===== config.mk =====
export PLATFORM = sky130hd
export DESIGN_NAME = ps2_scan_rx_flat
export DESIGN_NICKNAME = d
export VERILOG_FILES = /design/src/rtl/ps2_pkg.sv /design/src/rtl/ps2_scan_rx_if.sv /design/src/rtl/ps2_sync_filter.sv /design/src/rtl/ps2_scan_rx.sv /design/src/flat_wrapper.sv
export SDC_FILE = /design/constraint.sdc
export NUM_CORES = 1
export LEC_CHECK = 0
export CELL_PAD_IN_SITES_DETAIL_PLACEMENT = 2
export CELL_PAD_IN_SITES_GLOBAL_PLACEMENT = 2
export CORE_AREA = 5 5 90 92
export CTS_BUF_LIST = sky130_fd_sc_hd__clkbuf_8
export DETAILED_ROUTE_END_ITERATION = 10
export DIE_AREA = 0 0 95 97
export HOLD_SLACK_MARGIN = 0.12
export PLACE_DENSITY = 0.83
export REMOVE_ABC_BUFFERS = 1
export SYNTH_ARGS = -nofsm -noshare
export SYNTH_HDL_FRONTEND = slang
export SYNTH_SLANG_ARGS = --single-unit

===== constraint.sdc =====
create_clock -name clk_i -period 1.75 [get_ports clk_i]
set_input_delay 0.525 -clock clk_i [delete_from_list [all_inputs] [get_ports clk_i]]
set_output_delay 0.525 -clock clk_i [all_outputs]
set_load 0.1 [all_outputs]

===== src/rtl/ps2_pkg.sv =====
// Shared types and frame constants for the PS/2 receive stage.
package ps2_pkg;

  typedef enum logic [0:0] {
    StIdle,
    StRecv
  } ps2_state_e;

  localparam int unsigned FRAME_BITS = 11;
  localparam int unsigned START      = 0;
  localparam int unsigned PAR        = 9;
  localparam int unsigned STOP       = 10;

endpackage


===== src/rtl/ps2_scan_rx_if.sv =====
// PS/2 line inputs and scan-code outputs of the receive stage.
interface ps2_scan_rx_if;
  logic       ps2_clk;
  logic       ps2_data;
  logic [7:0] data;
  logic       ready;
  logic       frame_err;

  modport master (
    output ps2_clk,
    output ps2_data,
    input  data,
    input  ready,
    input  frame_err
  );

  modport slave (
    input  ps2_clk,
    input  ps2_data,
    output data,
    output ready,
    output frame_err
  );
endinterface


===== src/rtl/ps2_sync_filter.sv =====
// Synchroniser plus glitch filter for one asynchronous line; emits the filtered
// level and a one-cycle strobe on its 1->0 transition.
module ps2_sync_filter #(
  parameter int unsigned SyncStages = 2,
  parameter int unsigned FilterLen  = 4
) (
  input  logic clk_i,
  input  logic rst_i,
  input  logic raw,
  output logic level,
  output logic fall
);

  localparam int unsigned CntW = $clog2(FilterLen + 1);

  logic [SyncStages-1:0] sync_q;
  logic [CntW-1:0]       cnt_q, cnt_d;
  logic                  level_q, level_d;
  logic                  synced, flip;

  assign synced = sync_q[SyncStages-1];

  always_comb begin
    cnt_d = '0;
    flip  = 1'b0;
    // Count consecutive samples that disagree with the filtered level.
    if (synced != level_q) begin
      if (cnt_q == CntW'(FilterLen - 1)) begin
        flip = 1'b1;
      end else begin
        cnt_d = cnt_q + 1'b1;
      end
    end
    level_d = level_q ^ flip;
  end

  always_ff @(posedge clk_i) begin
    if (rst_i) begin
      sync_q  <= '1;
      cnt_q   <= '0;
      level_q <= 1'b1;
    end else begin
      sync_q  <= {sync_q[SyncStages-2:0], raw};
      cnt_q   <= cnt_d;
      level_q <= level_d;
    end
  end

  assign level = level_q;
  assign fall  = flip & level_q;

endmodule


===== src/rtl/ps2_scan_rx.sv =====
// PS/2 keyboard receiver: deserialises 11-bit frames, checks parity and stop,
// presents the scan code with a held ready strobe and flags bad frames.
module ps2_scan_rx
  import ps2_pkg::*;
#(
  parameter int unsigned SYNC_STAGES    = 2,
  parameter int unsigned FILTER_LEN     = 4,
  parameter int unsigned TIMEOUT_CYCLES = 50000,
  parameter int unsigned READY_HOLD     = 4
) (
  input logic           clk_i,
  input logic           rst_i,
  ps2_scan_rx_if.slave  bus
);

  localparam int unsigned TimerW = $clog2(TIMEOUT_CYCLES + 1);
  localparam int unsigned HoldW  = $clog2(READY_HOLD + 1);

  ps2_state_e             state_q, state_d;
  logic [3:0]             bitcnt_q, bitcnt_d;
  logic [7:0]             shift_q, shift_d;
  logic                   par_q, par_d;
  logic [TimerW-1:0]      timer_q, timer_d;
  logic [7:0]             data_q, data_d;
  logic [HoldW-1:0]       hold_q, hold_d;
  logic                   err_q, err_d;
  logic [SYNC_STAGES-1:0] dsync_q;
  logic                   clk_filt, clk_fall, sample, sbit;

  ps2_sync_filter #(
    .SyncStages (SYNC_STAGES),
    .FilterLen  (FILTER_LEN)
  ) u_clk_filter (
    .clk_i (clk_i),
    .rst_i (rst_i),
    .raw   (bus.ps2_clk),
    .level (clk_filt),
    .fall  (clk_fall)
  );

  assign sample = clk_fall & clk_filt;
  assign sbit   = dsync_q[SYNC_STAGES-1];

  always_comb begin
    state_d  = state_q;
    bitcnt_d = bitcnt_q;
    shift_d  = shift_q;
    par_d    = par_q;
    timer_d  = timer_q;
    data_d   = data_q;
    err_d    = 1'b0;
    hold_d   = (hold_q != '0) ? hold_q - 1'b1 : '0;
    unique case (state_q)
      StIdle: begin
        if (sample && !sbit) begin
          state_d  = StRecv;
          bitcnt_d = 4'd1;
          timer_d  = '0;
        end
      end
      StRecv: begin
        if (sample) begin
          timer_d  = '0;
          bitcnt_d = bitcnt_q + 1'b1;
          if (bitcnt_q < 4'(PAR)) begin
            shift_d = {sbit, shift_q[7:1]};
          end else if (bitcnt_q == 4'(PAR)) begin
            par_d = sbit;
          end else begin
            state_d  = StIdle;
            bitcnt_d = '0;
            if ((^{shift_q, par_q}) && sbit) begin
              data_d = shift_q;
              hold_d = HoldW'(READY_HOLD);
            end else begin
              err_d = 1'b1;
            end
          end
        end else if (timer_q == TimerW'(TIMEOUT_CYCLES - 1)) begin
          state_d  = StIdle;
          bitcnt_d = '0;
          timer_d  = '0;
          err_d    = 1'b1;
        end else begin
          timer_d = timer_q + 1'b1;
        end
      end
      default: state_d = StIdle;
    endcase
  end

  always_ff @(posedge clk_i) begin
    if (rst_i) begin
      state_q  <= StIdle;
      bitcnt_q <= '0;
      shift_q  <= '0;
      par_q    <= 1'b0;
      timer_q  <= '0;
      data_q   <= '0;
      hold_q   <= '0;
      err_q    <= 1'b0;
      dsync_q  <= '1;
    end else begin
      state_q  <= state_d;
      bitcnt_q <= bitcnt_d;
      shift_q  <= shift_d;
      par_q    <= par_d;
      timer_q  <= timer_d;
      data_q   <= data_d;
      hold_q   <= hold_d;
      err_q    <= err_d;
      dsync_q  <= {dsync_q[SYNC_STAGES-2:0], bus.ps2_data};
    end
  end

  assign bus.data      = data_q;
  assign bus.ready     = (hold_q != '0);
  assign bus.frame_err = err_q;

endmodule


===== src/flat_wrapper.sv =====
// flat-port wrapper written by rule: the top's interface ports become plain ports
module ps2_scan_rx_flat import ps2_pkg::*;
#(
  parameter int unsigned SYNC_STAGES    = 2,
  parameter int unsigned FILTER_LEN     = 4,
  parameter int unsigned TIMEOUT_CYCLES = 50000,
  parameter int unsigned READY_HOLD     = 4
)
  (clk_i, rst_i, bus_ps2_clk, bus_ps2_data, bus_data, bus_ready, bus_frame_err);
  ps2_scan_rx_if bus_i ();
  input logic clk_i;
  input logic rst_i;
  input wire logic [$bits(bus_i.ps2_clk)-1:0] bus_ps2_clk;
  input wire logic [$bits(bus_i.ps2_data)-1:0] bus_ps2_data;
  output wire logic [$bits(bus_i.data)-1:0] bus_data;
  output wire logic [$bits(bus_i.ready)-1:0] bus_ready;
  output wire logic [$bits(bus_i.frame_err)-1:0] bus_frame_err;
  assign bus_i.ps2_clk = bus_ps2_clk;
  assign bus_i.ps2_data = bus_ps2_data;
  assign bus_data = bus_i.data;
  assign bus_ready = bus_i.ready;
  assign bus_frame_err = bus_i.frame_err;
  ps2_scan_rx #(.SYNC_STAGES(SYNC_STAGES), .FILTER_LEN(FILTER_LEN), .TIMEOUT_CYCLES(TIMEOUT_CYCLES), .READY_HOLD(READY_HOLD)) u_core (.clk_i(clk_i), .rst_i(rst_i), .bus(bus_i));
endmodule

==> results of run 1 <==
## layout make-up
| cell class | instances | area share [%] |
|---|---|---|
| timing repair buffer | 77 | 21.3 |
| clock buffer | 6 | 2.16 |
| multi-input combinational | 195 | 45.2 |
| tap | 99 | 3.24 |
| sequential | 50 | 26.8 |
| clock inverter | 2 | 0.327 |
| inverter | 9 | 0.883 |
## logic make-up after synthesis
| group | count (synthesis) |
|---|---|
| flops | 50 |
| compound gates | 43 |
| mux | 17 |
| buf+inv | 21 |
| simple gates | 118 |
| xor+xnor | 9 |
| fa+ha+maj | 8 |
## how the worst max path moves through the flow
stage	from	slack, ns	to	depth (start not counted)
2_1_floorplan	u_core.u_clk_filter.cnt_q[0]	-0.25	u_core.bus.data[0]	6
3_3_place_gp	u_core.u_clk_filter.cnt_q[0]	-0.02	u_core.bitcnt_q[3]	8
3_5_place_dp	u_core.shift_q[1]	-0.22	u_core.bus.data[2]	6
4_1_cts	u_core.shift_q[3]	-0.21	u_core.bus.data[2]	6
5_1_grt	u_core.shift_q[0]	-0.28	u_core.bus.data[1]	6
6_report	u_core.shift_q[0]	-0.26	u_core.bus.data[1]	6
## sequential cells by signal (all words and copies together), names as in the netlist, named ones only
signal / flops
u_core.hold_q: 3
u_core.u_clk_filter.cnt_q: 3
u_core.bitcnt_q: 4
u_core.bus.data: 8
u_core.shift_q: 8
u_core.par_q: 1
u_core.state_q: 1
u_core.dsync_q: 2
u_core.timer_q: 16
u_core.u_clk_filter.sync_q: 2
u_core.bus.frame_err: 1
## power by group through the flow
stage / clock network (W) / registers [W] / logic, W
2_1_floorplan: 0 / 0.00117 / 0.0000156
3_3_place_gp: 0 / 0.00117 / 0.0000496
3_5_place_dp: 0 / 0.00117 / 0.0000530
4_1_cts: 0.000751 / 0.00115 / 0.0000543
5_1_grt: 0.000819 / 0.00115 / 0.0000691
6_report: 0.000767 / 0.00115 / 0.0000664
## per-stage QoR
stage                     setup TNS (ns)  setup slack, ns  util, %  std cells
after global placement           -0.0202          -0.0162     42.3        407
after detailed placement           -2.50           -0.223     42.3        407
after global routing               -6.12           -0.279     53.6        438
after CTS                          -1.33           -0.212     47.2        423
final                              -3.94           -0.258     53.6        438
after floorplan                    -2.69           -0.245        -        254
## cells in the final DEF (no fill, tap or decap), types with 3 or more instances in the layout
cell and count:
nand2b_1 16, a21oi_1 5, ha_1 4, nand4_1 3, mux2i_2 4, nor3_4 3
buf_6 14, inv_1 8, nand2_1 8, or4_4 3, nor2_1 25, xor2_1 3
nand2_4 3, nor2_4 5, nand3b_1 3, nand2_2 3, dfxtp_1 35, nor2_2 3
nor3_2 7, buf_4 45, a21oi_2 4, dfxtp_4 3, nand3_1 8, buf_12 12
nand3_2 4, ha_4 4, mux2i_1 12, clkbuf_8 6, or2_2 5, dfxtp_2 12
xnor2_1 3, nor3_1 3
## routing by layer
layer	track usage, %	vias to the layer above
li1	-	1082
met1	24.0	1266
met2	40.0	56
met3	2.79	28
met4	6.99	0
met5	0	-
## repair_timing
item / in CTS / in global routing
resized for setup: 45 / 84
endpoints found under the setup margin: 40 / 42
cloned: 0 / 1
endpoints found under the hold margin: 0 / 0
setup buffers: 9 / 15
pin swaps: 14 / 29
==> impl_metrics.py, run 1 <==
metrics = {
    "worst_hold_path": {
        "holdPathStages": 1,
        "min_from": "u_core.u_clk_filter.sync_q[0]",
        "min_to": "u_core.u_clk_filter.sync_q[1]",
        "min_path_type": "reg2reg",
    },
    "worst_setup_path": {
        "critPathRequiredTime_ns": 1.97,
        "crit_fanout": 8,
        "worstPathCellList": "xor2_1 > xnor3_2 > xnor2_4 > nor3_4 > buf_6 > mux2i_1",
        "rr_endpoint": "u_core.bus.data[1]",
        "slowest_delay_ns": 0.51,
        "crit_slowest_cell": "xnor3_2",
        "crit_type": "reg2reg",
        "crit_buf_inv": 1,
        "worstRegToRegCells": 6,
        "cp-end-kind": "flop",
        "r2r_start": "u_core.shift_q[0]",
        "worstPathArrival_ns": 2.23,
        "critical-path-top-delay-family": "XOR/XNOR gates",
        "r2r_slack_ns": -0.26,
        "worst_setup_path_start_kind": "flop",
    },
    "yosys": {
        "synth_enable_flop_cells": 0,
        "async_flop_share_pct": 0,
        "syn_area_sq_mm": 0.00241,
        "yosysTopAreaCell": "dfxtp_1",
        "synth_top_family_by_area": "simple AND/OR/NAND/NOR gates",
        "yosys-top-cells-count": "dfxtp_1 (50), nor2_1 (32), mux2i_1 (17)",
        "synth-simple-area-share_pct": 26.5,
        "yosysMostFrequentCell": "dfxtp_1",
        "ys_seq_area_share_pct": 41.5,
        "synth_fa_ha_area_share_pct": 4.15,
        "yosysWarnings": 0,
        "synth_area_leaders": "dfxtp_1 (41%), mux2i_1 (7.1%), nor2_1 (5.0%)",
        "synth_xor_area_share_pct": 3.84,
        "syn_avg_cell_area_sq_um": 9.07,
        "synth_mux_area_share_pct": 7.05,
        "ys_seq_elements": 50,
        "ys.flop_type": "dfxtp_1",
        "synth.top_cell.area_share_pct": 41.5,
        "synth_compound_area_share_pct": 12.9,
        "ys_types": 53,
        "synthCells": 266,
    },
    "finish": {
        "n_antenna_cell": 0,
        "syn2layout_area_growth_pct": 58.5,
        "seqCellArea_sq_mm": 0.00103,
        "nets": 350,
        "layout-drive-gt1-share_pct": 51.6,
        "fill_cells": 732,
        "multi_input_area_sq_mm": 0.00173,
        "final_cell_area_sq_mm": 0.00383,
    },
    "cts": {
        "root_buffer": "clkbuf_8",
        "holdBufCountCts": 0,
        "cts.sink_count": 50,
        "cts_tree": "yes",
        "insertion_delay_ns": 0.33,
        "h-tree-depth": 2,
        "cts.clk_slew.worst_paths_ns": 0.11,
        "cts_buffer_depth": 2,
        "cts_inserted_buffers": 5,
    },
    "grt": {
        "antenna_found_initial": 0,
        "track_usage_pct": 21.3,
        "grt_pass1_vias": 2597,
        "grt_overflow": 0,
        "grt_max_degree": 37,
        "grt_pass1_wl_um": 15000,
    },
    "sta": {
        "slew_headroom_pct": 53.3,
        "fmax_mhz": 498,
        "setup_viol": 40,
        "hold_viol_final": 0,
        "period_share_pct": 115,
        "whs_ns": 0.417,
        "rsz0062_at_grt": "yes",
        "worst_clock_skew_ns": 0.00984,
        "slew_viol_final": 0,
        "min_period_ns": 2.01,
        "worst_slew_pin_slew_ns": 0.700,
        "post-route-worst-setup-slack_ns": -0.258,
    },
    "detailed_routing": {
        "maxUsedRoutingLayer": "met4",
        "routed-via-count": 2432,
        "met2RoutedLength_um": 6020,
        "vias_per_cell": 5.55,
        "firstDrtPassIters": 5,
        "wl_um": 11600,
        "drc": 0,
        "drt_iter0_drc": 112,
        "wl_per_cell_um": 26.4,
        "wl_met1_um": 4900,
        "ant_nets": 0,
        "wl_met3_um": 261,
    },
    "floorplan": {
        "core_sq_mm": 0.00714,
        "rows": 31,
        "ios": 14,
        "initial_core_util_pct": 33.8,
        "dieArea_sq_mm": 0.00922,
        "die_w_um": 95,
        "dieHeight_um": 97,
    },
    "pwr": {
        "peakVddDrop_mv": 0.260,
        "seqPwrFrac_pct": 57.9,
        "power_w": 0.00198,
        "power_density_mw_per_mm2": 517,
        "p_comb_share_pct": 3.4,
        "switchingPower_w": 0.000494,
        "leakagePower_nw": 1.37,
        "p_int_w": 0.00149,
        "p_clk_share_pct": 38.7,
        "switching_share_pct": 24.9,
    },
    "outcome": {
        "outcome": "finished with violations",
        "violations": "negative setup slack",
    },
    "placement": {
        "gp_congestion": 0.773,
        "dp_hpwl_um": 5290,
        "placed_cell_area_sq_mm": 0.00302,
        "port_buffers": 13,
    },
    "flow_run": {
        "maxCapViolCount": 0,
    },
}
Power figures use the tool's default switching activity.
==> run 2: changes to the inputs <==
Settings changed: CORE_AREA 5 5 90 92 to 5 5 89 91, DIE_AREA 0 0 95 97 to 0 0 94 96, PLACE_DENSITY 0.83 to 0.84, SYNTH_HIERARCHICAL set to 1.
==> run 2 against run 1 <==
Compared with the run above:
- the flow still finishes with violations (negative setup slack)
- critical path type unchanged
- synthesized area fell by 1.8%
- first-iteration DRC count rose by 71%
- power barely moved
- hold slack improved by 0.030 ns
- maximum frequency fell by 5.3%
- clock skew rose by 0.0063 ns
- core utilization rose by 5.2 points
- largest cell class unchanged
- setup slack got worse by 0.11 ns
==> impl_metrics.py, run 2 <==
metrics = {
    "outcome": {
        "outcome": "finished with violations",
        "violations": "negative setup slack",
    },
    "floorplan": {
        "die_w_um": 94,
        "dieArea_sq_mm": 0.00902,
        "core_sq_mm": 0.00706,
        "rows": 31,
        "initial_core_util_pct": 33.6,
        "ios": 14,
        "dieHeight_um": 96,
    },
    "worst_setup_path": {
        "cp-end-kind": "flop",
        "r2r_start": "u_core/timer_q[8]",
        "r2r_slack_ns": -0.37,
        "worstPathArrival_ns": 2.33,
        "critPathRequiredTime_ns": 1.96,
        "rr_endpoint": "u_core/timer_q[15]",
        "crit_type": "reg2reg",
        "cp-endpoint": "u_core/timer_q[15]",
        "startpoint": "u_core/timer_q[8]",
        "worstRegToRegCells": 5,
        "crit_fanout": 6,
        "worst_setup_path_start_kind": "flop",
    },
    "flow_run": {
        "maxCapViolCount": 0,
    },
    "yosys": {
        "yosysWarnings": 6,
        "ys_seq_area_share_pct": 42.2,
        "syn_avg_cell_area_sq_um": 8.94,
        "yosysTopAreaCell": "dfxtp_1",
        "async_flop_share_pct": 0,
        "synth_area_leaders": "dfxtp_1 (42%), a21oi_1 (4.4%), ha_1 (4.2%)",
        "synthCells": 265,
        "ys_seq_elements": 50,
        "ys_types": 50,
        "syn_area_sq_mm": 0.00237,
        "synth.top_cell.area_share_pct": 42.2,
        "ys.flop_type": "dfxtp_1",
        "yosys-top-cells-count": "dfxtp_1 (50), nor2_1 (24), a21oi_1 (21)",
        "synth_enable_flop_cells": 0,
        "yosysMostFrequentCell": "dfxtp_1",
    },
    "cts": {
        "cts.sink_count": 50,
        "insertion_delay_ns": 0.32,
        "holdBufCountCts": 0,
        "root_buffer": "clkbuf_8",
        "cts_buffer_depth": 2,
        "cts.clk_slew.worst_paths_ns": 0.11,
        "cts_tree": "yes",
        "h-tree-depth": 2,
        "cts_inserted_buffers": 5,
    },
    "detailed_routing": {
        "ant_nets": 0,
        "drt_iter0_drc": 191,
        "routed-via-count": 2788,
        "firstDrtPassIters": 5,
        "vias_per_cell": 6.17,
        "wl_per_cell_um": 31.5,
        "wl_um": 14200,
        "drc": 0,
    },
    "sta": {
        "fin_tns_setup_ns": -10.20,
        "rsz0062_at_grt": "yes",
        "period_share_pct": 121,
        "slew_headroom_pct": 60.3,
        "min_period_ns": 2.12,
        "post-route-worst-setup-slack_ns": -0.369,
        "worst_clock_skew_ns": 0.0161,
        "slew_viol_final": 0,
        "worst_slew_pin_slew_ns": 0.595,
        "hold_viol_final": 0,
        "setup_viol": 42,
        "fmax_mhz": 472,
    },
    "grt": {
        "antenna_found_initial": 0,
        "grt_pass1_wl_um": 17300,
        "track_usage_pct": 25.8,
        "grt_pass1_vias": 2852,
        "grt_max_degree": 25,
        "grt_overflow": 0,
    },
    "placement": {
        "gp_congestion": 0.789,
        "dp_hpwl_um": 5820,
        "place_ws_ns": -0.415,
        "port_buffers": 13,
    },
    "pwr": {
        "p_comb_share_pct": 2.6,
        "power_density_mw_per_mm2": 477,
        "p_int_w": 0.00148,
        "peakVddDrop_mv": 0.393,
        "switching_share_pct": 25.0,
        "leakagePower_nw": 1.46,
        "seqPwrFrac_pct": 57.9,
        "switchingPower_w": 0.000495,
        "p_clk_share_pct": 39.5,
    },
    "finish": {
        "fill_cells": 671,
        "layout-drive-gt1-share_pct": 61.2,
        "n_antenna_cell": 0,
        "nets": 364,
        "final_common_cell": "buf_4",
        "largest_register": "u_core/timer_q",
        "largest_reg_flops": 16,
        "syn2layout_area_growth_pct": 75.2,
        "final_cell_mix": "buf_4 (54), dfxtp_1 (35), buf_12 (15)",
    },
    "worst_hold_path": {
        "holdPathStages": 1,
        "min_path_type": "reg2reg",
    },
}
run 2: metal layers:
layer	global-route usage (%)	vias to the layer above	part of all wire (%)
met2	50.1	161	50
met3	3.83	82	5.4
met5	0	-	0
met4	10.2	0	7.8
li1	-	1152	-
met1	27.8	1393	37
run 2: layout make-up:
type / instances / area, sq um / area share [%]
clock inverters: 2 / 16.3 / 0.392
clock buffers: 6 / 82.6 / 1.99
inverters: 8 / 30.0 / 0.723
well taps: 99 / 124 / 2.98
flip-flops and latches: 50 / 1020 / 24.6
multi-input cells: 198 / 1900 / 45.8
repair buffers: 89 / 975 / 23.5
run 2: cells by family (layout without fill, tap and decap cells):
family	Yosys count	after routing	synth area share (%)
buffers and inverters	19	105	3.54
muxes	11	12	4.70
DFF	50	50	42.2
xor gates and xnor gates	6	6	3.38
adders and majority gates	8	8	4.22
and+or+nand+nor	108	109	25.1
AOI/OAI and AO/OA	63	63	16.8
run 2: how the worst min path moves through the flow:
stage | startpoint | endpoint
6_report | u_core/dsync_q[0] | u_core/dsync_q[1]
2_1_floorplan | u_core/dsync_q[0] | u_core/dsync_q[1]
3_5_place_dp | u_core/u_clk_filter/sync_q[0] | u_core/u_clk_filter/sync_q[1]
5_1_grt | u_core/dsync_q[0] | u_core/dsync_q[1]
4_1_cts | u_core/u_clk_filter/sync_q[0] | u_core/u_clk_filter/sync_q[1]
3_3_place_gp | u_core/dsync_q[0] | u_core/dsync_q[1]
run 2: through the flow:
| stage | std cells | utilization, % | area (sq um) | hold slack [ns] | total power [W] |
|---|---|---|---|---|---|
| floorplan | 254 | - | 2320 | 0.389 | 0.00118 |
| global placement | 413 | 43.1 | 3040 | 0.394 | 0.00121 |
| detailed placement | 413 | 43.1 | 3040 | 0.404 | 0.00121 |
| CTS | 435 | 51.2 | 3620 | 0.428 | 0.00197 |
| global route | 452 | 58.8 | 4150 | 0.466 | 0.00203 |
| finish | 452 | 58.8 | 4150 | 0.447 | 0.00198 |
run 2: critical path, stage by stage (launching register included):
cell	delay [ns]
dfxtp_1	0.54
nand2_1	0.24
nor4_2	0.44
nand4_1	0.26
o21ba_4	0.29
a311oi_2	0.25
run 2: repair_timing:
item                       4_1_cts  5_1_grt
gates resized for setup         82       92
setup buffers                   13       14
cloned                           2        4
pin swaps                       29       39
setup endpoints to repair       43       43
run 2: power by group through the flow:
| stage | Sequential, W | Combinational, W | Clock [W] |
|---|---|---|---|
| after global routing | 0.00115 | 0.0000537 | 0.000835 |
| after detailed placement | 0.00117 | 0.0000404 | 0 |
| after floorplan | 0.00117 | 0.00000766 | 0 |
| after CTS | 0.00115 | 0.0000439 | 0.000777 |
| final | 0.00115 | 0.0000515 | 0.000783 |
| after global placement | 0.00117 | 0.0000384 | 0 |
==> run 3: changes to the inputs <==
Settings changed: CORE_AREA 5 5 89 91 to 5 5 90 92, DIE_AREA 0 0 94 96 to 0 0 95 97, PLACE_DENSITY 0.84 to 0.83, SYNTH_HIERARCHICAL 1 to unset.
==> results of run 3 <==
No change in the layout: final DEF, timing and power equal those of run 1.
